File: src/rtl/wb_arb_pkg.sv
// Shared types and constants for the write-back port arbiter.
package wb_arb_pkg;

    localparam int unsigned REG_ADDR_W = 4;
    localparam int unsigned NUM_REGS   = 16;
    localparam logic [REG_ADDR_W-1:0] RA_REG = 4'b1111;

    typedef struct packed {
        logic [REG_ADDR_W-1:0] rd;
        logic [31:0]           data;
    } wb_req_t;

    typedef enum logic [1:0] {
        GNT_NONE,
        GNT_RW,
        GNT_LU
    } grant_e;

endpackage

File: src/rtl/wb_result_fifo.sv
// Long-latency result buffer; pointers carry one extra bit to tell full from empty.
module wb_result_fifo
    import wb_arb_pkg::*;
#(
    parameter int unsigned DEPTH = 4
) (
    input  logic    clk,
    input  logic    rst_n,
    input  logic    push,
    input  wb_req_t push_data,
    input  logic    pop,
    output wb_req_t head,
    output logic    full,
    output logic    empty
);

    localparam int unsigned AW = $clog2(DEPTH);
    localparam logic [AW:0] PTR_ONE = {{AW{1'b0}}, 1'b1};

    logic [AW:0] wr_ptr_q, wr_ptr_d;
    logic [AW:0] rd_ptr_q, rd_ptr_d;
    wb_req_t     mem_q [DEPTH];
    logic        push_ok;
    logic        pop_ok;

    assign empty   = (wr_ptr_q == rd_ptr_q);
    assign full    = (wr_ptr_q[AW] != rd_ptr_q[AW]) &&
                     (wr_ptr_q[AW-1:0] == rd_ptr_q[AW-1:0]);
    // A full FIFO refuses pushes even while it is being popped.
    assign push_ok = push && !full;
    assign pop_ok  = pop && !empty;
    assign head    = mem_q[rd_ptr_q[AW-1:0]];

    always_comb begin
        wr_ptr_d = wr_ptr_q;
        rd_ptr_d = rd_ptr_q;
        if (push_ok) begin
            wr_ptr_d = wr_ptr_q + PTR_ONE;
        end
        if (pop_ok) begin
            rd_ptr_d = rd_ptr_q + PTR_ONE;
        end
    end

    always_ff @(posedge clk or negedge rst_n) begin
        if (!rst_n) begin
            wr_ptr_q <= '0;
            rd_ptr_q <= '0;
        end else begin
            wr_ptr_q <= wr_ptr_d;
            rd_ptr_q <= rd_ptr_d;
        end
    end

    always_ff @(posedge clk) begin
        if (push_ok) begin
            mem_q[wr_ptr_q[AW-1:0]] <= push_data;
        end
    end

endmodule

File: src/rtl/wb_port_arbiter.sv
// Shares the register-file write port between the RW stage and buffered LU results.
// Optional statistics counters are enabled with `define WB_ARB_STATS_EN.
module wb_port_arbiter
    import wb_arb_pkg::*;
#(
    parameter int unsigned FIFO_DEPTH   = 4,
    parameter int unsigned STARVE_LIMIT = 3
) (
    input  logic        clk,
    input  logic        rst_n,
    input  logic        rw_is_wb,
    input  logic [3:0]  rw_rd,
    input  logic [31:0] rw_data,
    output logic        rw_hold,
    input  logic        lu_valid,
    input  logic [3:0]  lu_rd,
    input  logic [31:0] lu_data,
    output logic        lu_ready,
    input  logic        iss_valid,
    input  logic [3:0]  iss_rd,
    input  logic [3:0]  dec_rs1,
    input  logic [3:0]  dec_rs2,
    input  logic [3:0]  dec_rd,
    input  logic        dec_valid,
    output logic        dec_stall,
`ifdef WB_ARB_STATS_EN
    output logic [31:0] stat_hold_cnt,
    output logic [31:0] stat_full_cnt,
`endif
    output logic        rf_we,
    output logic [3:0]  rf_waddr,
    output logic [31:0] rf_wdata,
    output logic [15:0] busy_mask
);

    localparam int unsigned SW = (STARVE_LIMIT < 2) ? 1 : $clog2(STARVE_LIMIT + 1);
    localparam logic [SW-1:0] STARVE_MAX = SW'(STARVE_LIMIT);
    localparam logic [SW-1:0] STARVE_ONE = {{(SW-1){1'b0}}, 1'b1};

    wb_req_t       lu_req;
    wb_req_t       head;
    logic          fifo_full;
    logic          fifo_empty;
    logic          push;
    logic          pop;
    grant_e        grant;

    logic [SW-1:0]         starve_q, starve_d;
    logic                  rf_we_q, rf_we_d;
    logic [3:0]            rf_waddr_q, rf_waddr_d;
    logic [31:0]           rf_wdata_q, rf_wdata_d;
    logic [NUM_REGS-1:0]   busy_q, busy_d;

    assign lu_req   = '{rd: lu_rd, data: lu_data};
    assign lu_ready = !fifo_full;
    assign push     = lu_valid && !fifo_full;
    assign pop      = (grant == GNT_LU);

    wb_result_fifo #(
        .DEPTH (FIFO_DEPTH)
    ) u_fifo (
        .clk       (clk),
        .rst_n     (rst_n),
        .push      (push),
        .push_data (lu_req),
        .pop       (pop),
        .head      (head),
        .full      (fifo_full),
        .empty     (fifo_empty)
    );

    // Registered state only, so there is no path from rw_is_wb to rw_hold.
    assign rw_hold = (starve_q == STARVE_MAX) && !fifo_empty;

    always_comb begin
        grant = GNT_NONE;
        if (rw_hold) begin
            grant = GNT_LU;
        end else if (rw_is_wb) begin
            grant = GNT_RW;
        end else if (!fifo_empty) begin
            grant = GNT_LU;
        end
    end

    always_comb begin
        starve_d = starve_q;
        if (fifo_empty || grant == GNT_LU) begin
            starve_d = '0;
        end else if (grant == GNT_RW && starve_q != STARVE_MAX) begin
            starve_d = starve_q + STARVE_ONE;
        end
    end

    always_comb begin
        rf_we_d    = 1'b0;
        rf_waddr_d = rf_waddr_q;
        rf_wdata_d = rf_wdata_q;
        unique case (grant)
            GNT_RW: begin
                rf_we_d    = 1'b1;
                rf_waddr_d = rw_rd;
                rf_wdata_d = rw_data;
            end
            GNT_LU: begin
                rf_we_d    = 1'b1;
                rf_waddr_d = head.rd;
                rf_wdata_d = head.data;
            end
            default: ;
        endcase
    end

    // Clear before set so a same-cycle issue to a retiring rd keeps the bit.
    always_comb begin
        busy_d = busy_q;
        if (pop) begin
            busy_d[head.rd] = 1'b0;
        end
        if (iss_valid) begin
            busy_d[iss_rd] = 1'b1;
        end
    end

    assign dec_stall = dec_valid && (busy_q[dec_rs1] | busy_q[dec_rs2] | busy_q[dec_rd]);

    always_ff @(posedge clk or negedge rst_n) begin
        if (!rst_n) begin
            starve_q   <= '0;
            rf_we_q    <= 1'b0;
            rf_waddr_q <= '0;
            rf_wdata_q <= '0;
            busy_q     <= '0;
        end else begin
            starve_q   <= starve_d;
            rf_we_q    <= rf_we_d;
            rf_waddr_q <= rf_waddr_d;
            rf_wdata_q <= rf_wdata_d;
            busy_q     <= busy_d;
        end
    end

    assign rf_we     = rf_we_q;
    assign rf_waddr  = rf_waddr_q;
    assign rf_wdata  = rf_wdata_q;
    assign busy_mask = busy_q;

`ifdef WB_ARB_STATS_EN
    logic [31:0] stat_hold_q, stat_hold_d;
    logic [31:0] stat_full_q, stat_full_d;

    always_comb begin
        stat_hold_d = stat_hold_q;
        stat_full_d = stat_full_q;
        if (rw_hold && stat_hold_q != '1) begin
            stat_hold_d = stat_hold_q + 32'd1;
        end
        if (lu_valid && fifo_full && stat_full_q != '1) begin
            stat_full_d = stat_full_q + 32'd1;
        end
    end

    always_ff @(posedge clk or negedge rst_n) begin
        if (!rst_n) begin
            stat_hold_q <= '0;
            stat_full_q <= '0;
        end else begin
            stat_hold_q <= stat_hold_d;
            stat_full_q <= stat_full_d;
        end
    end

    assign stat_hold_cnt = stat_hold_q;
    assign stat_full_cnt = stat_full_q;
`endif

endmodule

File: config.mk
export PLATFORM = sky130hd
export DESIGN_NAME = wb_port_arbiter
export DESIGN_NICKNAME = d
export VERILOG_FILES = /design/src/rtl/wb_arb_pkg.sv /design/src/rtl/wb_result_fifo.sv /design/src/rtl/wb_port_arbiter.sv
export SDC_FILE = /design/constraint.sdc
export NUM_CORES = 1
export LEC_CHECK = 0
export BUFFER_PORTS_ARGS = -buffer_cell sky130_fd_sc_hd__buf_2
export CAP_MARGIN = 20
export CORE_UTILIZATION = 25
export CTS_BUF_LIST = sky130_fd_sc_hd__clkbuf_16
export CTS_CLUSTER_SIZE = 20
export DETAILED_ROUTE_END_ITERATION = 12
export REMOVE_ABC_BUFFERS = 1
export SLEW_MARGIN = 30
export SYNTH_ARGS = -nofsm -noshare
export SYNTH_HDL_FRONTEND = slang
export SYNTH_SLANG_ARGS = --single-unit
File: constraint.sdc
create_clock -name clk -period 2.75 [get_ports clk]
set_input_delay 0.825 -clock clk [delete_from_list [all_inputs] [get_ports clk]]
set_output_delay 0.825 -clock clk [all_outputs]
set_load 0.1 [all_outputs]
Word-level counts from Yosys, hierarchy flattened
Memories as Yosys holds them, arrays and structs flattened. Index checks and enable logic that the tools add are counted.

Add/sub/neg operators: 3. $lt $le $gt $ge: 7. Equal/unequal tests: 7. Mux-type cells: 22. Bitwise operators: 5. Reductions and logical operators: 15.

Operators by type and width (count): $pmux W32 S2 (1); $mux W16 (2); $lt A4 B5 Y1 const B (5); $and A16 B16 Y16 (1); $not A16 Y16 (1); $or A16 B16 Y16 (1); $bmux W1 S4 (3); $mux W2 (5); $logic_and A1 B1 Y1 (9); $demux W1 S4 (2); $ge A4 B1 Y1 const B (2); $mux W1 (8); $pmux W4 S2 (1); $add A3 B1 Y3 const B (2); $eq A2 B2 Y1 const B (2); $reduce_bool A2 Y1 (2); $eq A3 B3 Y1 (1); $add A2 B1 Y2 const B (1); $eq A2 B1 Y1 const B (1); $eq A2 B2 Y1 (1); $logic_not A1 Y1 (2); $ne A2 B2 Y1 const B (1); $or A1 B1 Y1 (2); $reduce_or A2 Y1 (1); 2 further kinds (2).

Register bits after elaboration: 61. Bits in writable memories: 144. Input bits: 94. Output and inout port bits: 56. Memories kept: 1.

Memory list: u_fifo.mem_q (depth 4, bits a word 36, rd ports 1, clocked after memory_dff 0, write ports 1, RTL line wb_result_fifo.sv:22) `wb_req_t mem_q [DEPTH];`.

Longest topological paths before layout
An unclocked memory read counts as a cell.

Depth after elaboration: 10. Depth in mapped cells: 11.

Cells and area by module
Synthesis repeated with hierarchy kept, for this count alone.

Cells, all modules: 529. Area total of the unflattened synthesis: 8760.9 um^2.

By module, submodules not included: wb_result_fifo (instances 1, cells an instance 237, area an instance 5708.0 um^2, sequential area each 4474.3 um^2); wb_port_arbiter (instances 1, cells an instance 292, area an instance 3052.9 um^2, sequential area each 1376.3 um^2).

Least setup slack after synthesis
Ideal clock, no wire load.

Path type: in2out. Start: input dec_rs2[2]. End: output dec_stall. Data arrival time: 3348 ps. Path slack: -1423 ps. Stages: 5. Cell sequence: clkbuf_1 mux2i_1 o32ai_1 nor4_1 a31oi_1.

Cells in the longest elaborated chain, start to end: 5.

RTL lines: start: declaration (RTL line wb_port_arbiter.sv:22) `input logic [3:0] dec_rs2,`; $bmux W1 S4 (RTL line wb_port_arbiter.sv:125) `assign dec_stall = dec_valid && (busy_q[dec_rs1] | busy_q[dec_rs2] | busy_q[dec_rd]);`; $mux W1 (not written as such) (RTL line wb_port_arbiter.sv:125); $or A1 B1 Y1 (2 in a row) (RTL line wb_port_arbiter.sv:125); $logic_and A1 B1 Y1 (RTL line wb_port_arbiter.sv:125); end: declaration (RTL line wb_port_arbiter.sv:25) `output logic dec_stall,`.

Every way passes these cells. The select of a mux whose other input is x is not followed.

Worst setup path in the final report
Start: input dec_rd[2]. End: output dec_stall.

Cells in the longest elaborated chain, start to end: 4.

RTL lines: start: declaration (RTL line wb_port_arbiter.sv:23) `input logic [3:0] dec_rd,`; $bmux W1 S4 (RTL line wb_port_arbiter.sv:125); $mux W1 (not written as such) (RTL line wb_port_arbiter.sv:125); $or A1 B1 Y1 (RTL line wb_port_arbiter.sv:125); $logic_and A1 B1 Y1 (RTL line wb_port_arbiter.sv:125).

Every way passes these cells. The select of a mux whose other input is x is not followed.

==> run metrics <==
failing checks=negative setup slack; total clock sinks=205; Slew Viols, Final=0; first-pass GRT wire length=around 32,000 um; largest net degree at the start of global routing=39; Clock Skew=12.0 ps; Worst Tran Pin Value=614 ps; status=finished, violations left; Die W=186 um; Final HPWL DP=13,900 um; total detailed-routing wirelength=21,100 um; CP max stage cell=or3b_2; RSZ-0062 raised after global routing=true; IO Port Bufs=149; commonest non-fill, non-tap cell in the layout=edfxtp_1; CP Max Fanout=7; TritonCTS clock tree=done; Final min period=2930 ps; largest family of logic cells by synthesized area=multiplexers; ranking of synthesized cells by area=edfxtp_1, dfrtp_1, mux4_2, mux2i_1, o21ai_0; vias in the first global route=5,397; Max Freq=341 MHz; post-synth top area cell=edfxtp_1; MaxCap Viol Count=0; share of the synthesized area in the top cell type=50.8%; CTS clk-pin slew, worst paths=60 ps; CP delay by family, top=simple AND/OR/NAND/NOR gates; placed inst area=0.0101 mm2; Mapped Cells=just over 500; Final setup viols=1; H-tree lvl count=1; worst min-delay path class=input port to asynchronous set/reset pin; cts hold-fix bufs=0; #FFs+latches synth=205; Net count, final=812; Hold Vio Cnt, Final=0; layout cells sized above 1=between 40% and 50%; Post-Synth Adder-Cell Area=1.03%; WS Path Type=input port to output pin; area growth from synthesis to layout=31.3%; DRT antenna net count=0; crit end category=output pin; most frequent cells in the layout=edfxtp_1, buf_2, o21ai_0; Netlist Area Pre-Place=0.00851 mm2; Required @ worst endpoint=1930 ps; initial antenna violation count=6; Final WS setup=-183 ps; CP max stage delay=approximately 470 ps; placer congestion estimate=between 0.8 and 0.9; cts bufs inserted=24; FP Rows=67; fin area=0.0112 mm2; Avg Vias per Cell=roughly 4.4; sequential element share of the synthesized area=68.8%; die height=approximately 190 um; CP arrival=2110 ps; Ys Warns=0; ordered list of cells on the worst path=buf_4, or3b_2, o22ai_2, nor4_4, a31oi_4, clkbuf_16; CP Launch Type=input port; Mean Syn Cell Area=16.4 um2; Vias=5,217; total congestion overflow=0; setup TNS=-183 ps; clock latency on the worst-skew pair=510 ps; Initial DRT Pass Iterations=8; xor-xnor portion of the synthesized cell area=0.824%; Die Area=between 0.03 and 0.04 mm2; Cell variety after synth=34; Starting Density=around 25%; Core Region=0.0335 mm2; DRT iter0 DRCs=263; gr usage total=around 12%; CTS Buffer Depth=3; post-synthesis mux area share=17.4%; io pins=150; Worst Path Buf+Inv=2; wire per inst=17.9 um; final worst path period share=107%; worst rel slew slack=about three fifths; clock root buffer=clkbuf_16; simple-gate portion of the synthesized area=5.68%; post-synthesis compound-gate area fraction=4.91%; DR DRC count=0; utilization after layout=33.3%
-- Yosys cell counts, drive strengths merged --
| library cell | instances |
|---|---|
| mux2 | 2 |
| nor4 | 2 |
| o22ai | 5 |
| nor2b | 1 |
| nand2 | 46 |
| buf | 8 |
| a31oi | 2 |
| edfxtp | 144 |
| nor2 | 3 |
| ha | 7 |
| nand2b | 8 |
| xor2 | 2 |
| nand3b | 8 |
| nand3 | 8 |
| o32ai | 3 |
| o21ai | 68 |
| or3b | 7 |
| inv | 5 |
| clkbuf | 15 |
| xnor2 | 6 |
| mux4 | 40 |
| or2 | 2 |
| dfrtp | 61 |
| or3 | 2 |
| and2 | 5 |
| nor3 | 2 |
| mux2i | 55 |
| o31ai | 1 |
-- path summary, 6_finish.rpt --
kind | slack [ps] | endpoint | cells after the start | start
setup / recovery | -180 | dec_stall | 6 | dec_rd[2]
hold / removal | 270 | rf_we | 1 | rst_n
setup reg to reg | 330 | busy_mask[6] | 9 | u_fifo.rd_ptr_q[2]
hold reg to reg | 480 | rf_wdata[29] | 2 | rf_wdata[29]
max in group asynchronous | 1890 | busy_mask[13] | 2 | rst_n
min in group clk | 480 | rf_wdata[29] | 2 | rf_wdata[29]
-- sequential cells by signal, summed over array words and instances, names as in the netlist --
register,count
u_fifo.mem_q,144
rf_wdata,32
busy_mask,16
rf_waddr,4
u_fifo.rd_ptr_q,3
u_fifo.wr_ptr_q,3
starve_q,2
rf_we,1
-- worst register-to-register path: cells and delay by family (launching register included) --
family / cells / cell delay (ps)
buffers and inverters: 1 / 270
adders and majority gates: 1 / 310
xor gates and xnor gates: 1 / 230
DFF: 1 / 420
and+or+nand+nor: 4 / 730
AOI/OAI and AO/OA: 2 / 320
-- through the flow --
step / instances / setup slack [ps] / hold WS (ps)
global placement: 1122 / -277 / 460
global route: 1179 / -245 / 282
detailed placement: 1122 / -269 / 469
finish: 1180 / -183 / 270
CTS: 1177 / -242 / 273
floorplan: 495 / -2620 / 460
-- final cells by class --
class / count / area [um2]
Fill cell: 3303 / 22400
Clock buffer: 25 / 626
Sequential cell: 205 / 5870
Clock inverter: 19 / 196
Inverter: 5 / 18.8
Antenna cell: 3 / 7.51
Tap cell: 448 / 561
Timing Repair Buffer: 190 / 1210
Multi-Input combinational cell: 285 / 2670
-- repair_timing --
item	CTS	global route
endpoints found under the setup margin	2	2
resized for setup	22	17
pin swaps	4	2
setup buffers	11	0
cloned	0	0
-- metal layers --
metal  up-vias  GRT usage [%]  part of all wire (%)
li1       2405              -                     -
met5         -              0                  0.22
met4         6           3.56                   2.0
met2       175           20.3                    48
met3        35           2.86                   6.1
met1      2596           15.5                    44
-- kinds of logic (layout without fill, tap and decap cells) --
| logic type | after synthesis | count (layout) |
|---|---|---|
| AO/OA/AOI/OAI | 79 | 79 |
| XOR/XNOR | 8 | 8 |
| adder cells (fa/ha/maj) | 7 | 7 |
| buffers and inverters | 28 | 239 |
| flip-flops | 205 | 205 |
| multiplexers | 97 | 97 |
| other | 0 | 3 |
| AND/OR/NAND/NOR | 94 | 94 |
Power is not shown: default switching activity piles up to over one toggle a cycle in this logic, so the estimate is an artifact.
